==> src/rtl/mem_wb_buffer.sv <==
// MEM/WB pipeline buffer: a DEPTH-entry FIFO with a valid/ready handshake.
// It also gates entries on a cache hit, supports flush, selects write-back data and counts miss stalls.
module mem_wb_buffer #(
  parameter int DATA_W     = 32,
  parameter int REG_W      = 5,
  parameter int DEPTH      = 2,
  parameter int ZERO_GUARD = 1,
  parameter int CNT_W      = 16
) (
  input  logic              clk,
  input  logic              reset,
  input  logic              flush,
  input  logic              in_valid,
  input  logic              mem_hit,
  input  logic [DATA_W-1:0] in_alu_result,
  input  logic [DATA_W-1:0] in_read_data,
  input  logic [REG_W-1:0]  in_write_reg,
  input  logic              in_mem_to_reg,
  input  logic              in_reg_write,
  output logic              in_ready,
  input  logic              out_ready,
  output logic              out_valid,
  output logic [DATA_W-1:0] out_alu_result,
  output logic [DATA_W-1:0] out_read_data,
  output logic              out_mem_to_reg,
  output logic [REG_W-1:0]  wb_write_reg,
  output logic [DATA_W-1:0] wb_data,
  output logic              wb_reg_write,
  output logic [CNT_W-1:0]  miss_stall_cnt
);

  localparam int PTR_W = (DEPTH > 1) ? $clog2(DEPTH) : 1;
  localparam int OCC_W = $clog2(DEPTH + 1);

  typedef struct packed {
    logic [DATA_W-1:0] alu;
    logic [DATA_W-1:0] rdata;
    logic [REG_W-1:0]  wreg;
    logic              memToReg;
    logic              regWrite;
  } entry_t;

  entry_t             mem_q [DEPTH];
  entry_t             lastHead_q;
  entry_t             inEntry;
  entry_t             head;
  logic [PTR_W-1:0]   wrPtr_q, wrPtr_d;
  logic [PTR_W-1:0]   rdPtr_q, rdPtr_d;
  logic [OCC_W-1:0]   count_q, count_d;
  logic [CNT_W-1:0]   missCnt_q, missCnt_d;
  logic               push, pop;

  function automatic logic [PTR_W-1:0] nextPtr(input logic [PTR_W-1:0] p);
    return (p == PTR_W'(DEPTH - 1)) ? '0 : p + 1'b1;
  endfunction

  assign inEntry = '{alu: in_alu_result, rdata: in_read_data, wreg: in_write_reg,
                     memToReg: in_mem_to_reg, regWrite: in_reg_write};

  assign in_ready  = (count_q < OCC_W'(DEPTH));
  assign out_valid = (count_q != '0);
  assign push      = in_valid & mem_hit & in_ready;
  assign pop       = out_valid & out_ready;

  // While empty, present the last head so data outputs hold instead of showing a stale slot.
  assign head = out_valid ? mem_q[rdPtr_q] : lastHead_q;

  assign out_alu_result = head.alu;
  assign out_read_data  = head.rdata;
  assign out_mem_to_reg = head.memToReg;
  assign wb_write_reg   = head.wreg;
  assign wb_data        = head.memToReg ? head.rdata : head.alu;
  assign wb_reg_write   = out_valid & head.regWrite & ~((ZERO_GUARD != 0) && (head.wreg == '0));
  assign miss_stall_cnt = missCnt_q;

  always_comb begin
    wrPtr_d   = wrPtr_q;
    rdPtr_d   = rdPtr_q;
    count_d   = count_q;
    missCnt_d = missCnt_q;
    if (in_valid && !mem_hit && (missCnt_q != '1)) begin
      missCnt_d = missCnt_q + 1'b1;
    end
    if (flush) begin
      wrPtr_d = '0;
      rdPtr_d = '0;
      count_d = '0;
    end else begin
      if (push) wrPtr_d = nextPtr(wrPtr_q);
      if (pop)  rdPtr_d = nextPtr(rdPtr_q);
      case ({push, pop})
        2'b10:   count_d = count_q + 1'b1;
        2'b01:   count_d = count_q - 1'b1;
        default: count_d = count_q;
      endcase
    end
  end

  always_ff @(posedge clk) begin
    if (reset) begin
      wrPtr_q    <= '0;
      rdPtr_q    <= '0;
      count_q    <= '0;
      missCnt_q  <= '0;
      lastHead_q <= '0;
      for (int i = 0; i < DEPTH; i++) begin
        mem_q[i] <= '0;
      end
    end else begin
      wrPtr_q   <= wrPtr_d;
      rdPtr_q   <= rdPtr_d;
      count_q   <= count_d;
      missCnt_q <= missCnt_d;
      if (out_valid) lastHead_q <= mem_q[rdPtr_q];
      if (push && !flush) mem_q[wrPtr_q] <= inEntry;
    end
  end

endmodule

==> config.mk <==
export PLATFORM = sky130hd
export DESIGN_NAME = mem_wb_buffer
export DESIGN_NICKNAME = d
export VERILOG_FILES = /design/src/rtl/mem_wb_buffer.sv
export SDC_FILE = /design/constraint.sdc
export NUM_CORES = 1
export LEC_CHECK = 0
export ABC_CLOCK_PERIOD_IN_PS = 6600
export CORE_MARGIN = 10
export CORE_UTILIZATION = 58
export CTS_BUF_LIST = sky130_fd_sc_hd__clkbuf_2
export DETAILED_ROUTE_END_ITERATION = 8
export PLACE_DENSITY_LB_ADDON = 0.2
export SYNTH_ARGS = -nofsm -noshare
export SYNTH_HDL_FRONTEND = slang
export SYNTH_SLANG_ARGS = --single-unit
==> constraint.sdc <==
create_clock -name clk -period 6.6 [get_ports clk]
set_clock_uncertainty 0.05 [all_clocks]
set_input_delay 1.32 -clock clk [delete_from_list [all_inputs] [get_ports clk]]
set_output_delay 1.32 -clock clk [all_outputs]
set_load 0.005 [all_outputs]
==> impl_summary.txt <==
----------------------------------------------------
[STA]
  Number of failing setup endpoints in the final timing report ... 0
  Hold_ws ... 0.4577 ns
  Final count of hold timing violations ... 0
  Headroom to the max-slew limit ... 28.45%
  Total negative slack for setup checks ... 0 ns
  Fin crit period ... 5.189 ns
  Slew at the pin closest to its max-slew limit ... 1.073 ns
  Post-route fraction of the period consumed by the critical path ... 78.62%
  Setup repair after global routing missed its margin ... false
  Number of max-slew violations in the final report ... 0
  Max Fclk ... 192.7 MHz

[Finish]
  Growth of design area from synthesis to finish ... 19.54%
  Fin cells ... 1401
  Layout Nets ... 1198
  Fraction of final layout cells with drive strength greater than 1 ... 10.79%
  Final design instance area without fill ... 0.01274 mm²

[Drt]
  Via count ... 7127
  Routed wire length per instance ... 16.50 µm
  Post-detailed-route via-to-cell ratio ... 5.087
  Number of antenna-violating nets in the routed design ... 0
  Post-detailed-routing wire length ... 23.12 mm
  Iteration-0 DRC count of the detailed router ... 333
  Number of detailed-route iterations in the first pass ... 4
  # DRC ... 0

[Power]
  Int Pwr ... 2.118 mW
  Fraction of power consumed by the clock network ... 33.3%
  Overall Power ... 2.823 mW
  Power share of the sequential group ... 57.0%
  Sw power ... 0.7044 mW
  Switching share of total power ... 24.96%
  Worst IR drop on VDD ... 0.1477 mV
  Total power density per cell area ... 221.5 mW/mm²
  Part of the total power dissipated in combinational logic ... 9.7%
  Leak Pwr ... 5.392 nW

[GRT]
  Total congestion overflow ... 0
  Antenna violations before repair ... 5
  Vias in the first global route ... 7193
  Wire length of the first global-routing pass ... 36.45 mm
  Maximum number of pins on one net before global-route repair ... 91
  Global-route usage over all layers ... 18.48%

[Yosys]
  Warnings from Yosys ... 0
  Post-synth design cell area ... 0.01066 mm²
  Most used flip-flop cell after synthesis ... edfxtp_1
  Asr flop ratio synth ... 0%
  Post-Syn Area per Cell ... 10.91 µm²
  Total nets after synthesis ... 1056
  Number of synthesized register bits ... 233
  Number of synthesized flops with an enable pin ... 142
  Proportion of synthesized chip area in sequential cells ... 57.10%
  Synthesized instance count ... 977
  Count of unique library cells instantiated by Yosys ... 48

[Worst setup path]
  Critical path arrival ... 3.82 ns
  CP startpoint kind ... flop
  Endpoint of the most critical register-to-register path ... mem_q[0][66]
  Worst Path Max Fanout ... 31
  Critical R2R Launch ... count_q[1]
  Reg2Reg Setup Slack ... 3.75 ns
  Number of cell instances on the worst register-to-register path ... 5
  Required time of the critical path ... 5.23 ns
  WS Path Type ... reg -> out
  Type of destination of the critical path ... output port

[Floorplan]
  Overall die area ... 0.02420 mm²
  Initial Utilization ... 59.14%
  Die Y-Extent ... 155.6 µm
  Core Box Area ... 0.01802 mm²
  Width of the die ... 155.6 µm
  IO Count ... 198
  Number of placement rows ... 49

[Clocking]
  Hold buffers post-CTS ... 0
  TritonCTS Sinks ... 233
  Number of buffers inserted during clock tree synthesis ... 57
  Number of buffers inserted by post-CTS setup repair ... 0
  Total number of H-tree levels ... 2
  Clock tree from TritonCTS ... yes
  Root Buffer Master ... clkbuf_2
  Clock-pin transition on the worst setup and hold timing paths ... 0.10 ns
  Clock latency on the worst-skew pair ... 0.79 ns
  CTS Buffer Depth ... 3
  Total of cells resized after clock tree synthesis ... 0

[Min path]
  Hold/Removal Path Class ... reg -> reg
  Worst hold path stage count ... 2
  Start point of the worst min-delay path ... lastHead_q[55]
  Hold endpoint ... lastHead_q[55]

[Placement]
  Sum of net half-perimeters after detailed placement ... 14.74 mm
  Count of input and output buffers ... 197
  Placed Cells incl. Taps ... 1289
  Placement Cell Area ... 0.01220 mm²
  Last weighted congestion value of the routability-driven placer ... 0.7942

[Flow run]
  Max-capacitance violation count ... 0

[Outcome]
  Status ... completed

----------------------------------------------------
layer usage:
metal,vias up,global-route usage (%),wire length (µm)
li1,3549,-,-
met1,3373,21.68,9560
met2,181,31.21,11500
met3,20,6.424,1788
met4,4,5.704,238
met5,-,0,26
worst max-delay path by stage:
stage,startpoint,endpoint,slack (ns),cells past startpoint
2_1_floorplan,reset,mem_q[1][0],3.28,3
3_3_place_gp,flop,wb_data[29],2.17,6
3_5_place_dp,flop,wb_data[15],2.16,6
4_1_cts,flop,wb_data[29],1.24,6
5_1_grt,flop,wb_data[29],1.14,6
6_report,flop,wb_data[29],1.41,6
stage by stage:
stage                     util [%]  worst slack [ns]
final                        70.69             1.411
after global routing         70.65             1.141
after floorplan                  -             3.281
after CTS                    70.64             1.244
after detailed placement     67.70             2.157
after global placement       67.70             2.175
synthesized netlist by cell type (all sizes together) (3+ instances only):
master	number	area (µm²)
nor2	138	525.5
nor3	12	65.06
and3	3	18.77
mux2i	104	1041
nor4	6	65.06
a21oi	81	416.7
or4	5	37.54
or2	4	27.53
edfxtp	142	4264
and2	147	919.6
nand3	7	60.05
inv	71	266.5
nand2	5	18.77
o21ai	3	15.01
dfxtp	91	1822
nand4	7	56.30
xnor2	3	26.28
buf	96	675.7
o31ai	5	37.54
clkbuf	24	90.09
worst max-delay path: stages (launching register included):
cell	delay, ns
dfxtp_4	0.73
mux2i_1	0.26
nor2_1	0.08
a21oi_4	0.76
buf_4	0.41
mux2i_1	0.24
clkdlybuf4s50_1	0.54
layout make-up:
cell class,instances,area (µm²)
diodes,4,10.01
clock buffers,99,495.5
clock inverters,9,33.78
fillers,1418,5283
inverters,71,266.5
multi-input cells,553,3546
flip-flops and latches,233,6090
well taps,229,286.5
repair buffers,203,2014
kinds of logic after synthesis:
family                   share of synthesized area (%)
XOR/XNOR                                        0.4109
AO/OA/AOI/OAI                                    5.036
multiplexers                                     9.872
buffers and inverters                            9.684
adder cells (fa/ha/maj)                         0.2347
flip-flops                                       57.10
AND/OR/NAND/NOR                                  17.67
flip-flops by register name, indices dropped and copies added (netlist names), named ones only:
signal          flops
count_q             2
lastHead_q         70
mem_q             142
miss_stall_cnt     16
rdPtr_q             1
wrPtr_q             1
layout by cell type, fill, tap and decap left out, drive strengths merged, types with 6 or more instances in the layout:
master | netlist | final
nor2 | 138 | 138
clkdlybuf4s50 | 0 | 196
inv | 71 | 72
nor4 | 6 | 6
clkbuf | 24 | 99
nand4 | 7 | 7
dfxtp | 91 | 91
nand3 | 7 | 7
mux2i | 104 | 104
buf | 96 | 7
and2 | 147 | 147
edfxtp | 142 | 142
clkinv | 0 | 8
nor3 | 12 | 12
a21oi | 81 | 81
power by group through the flow:
stage               logic (mW)  clock network [mW]  registers [mW]
floorplan                0.158                   0            1.64
global placement         0.274                   0            1.64
detailed placement       0.278                   0            1.64
CTS                      0.279               0.974            1.61
global route             0.301                1.04            1.61
finish                   0.274               0.940            1.61
No activity file was read; power rests on OpenSTA's default activity.
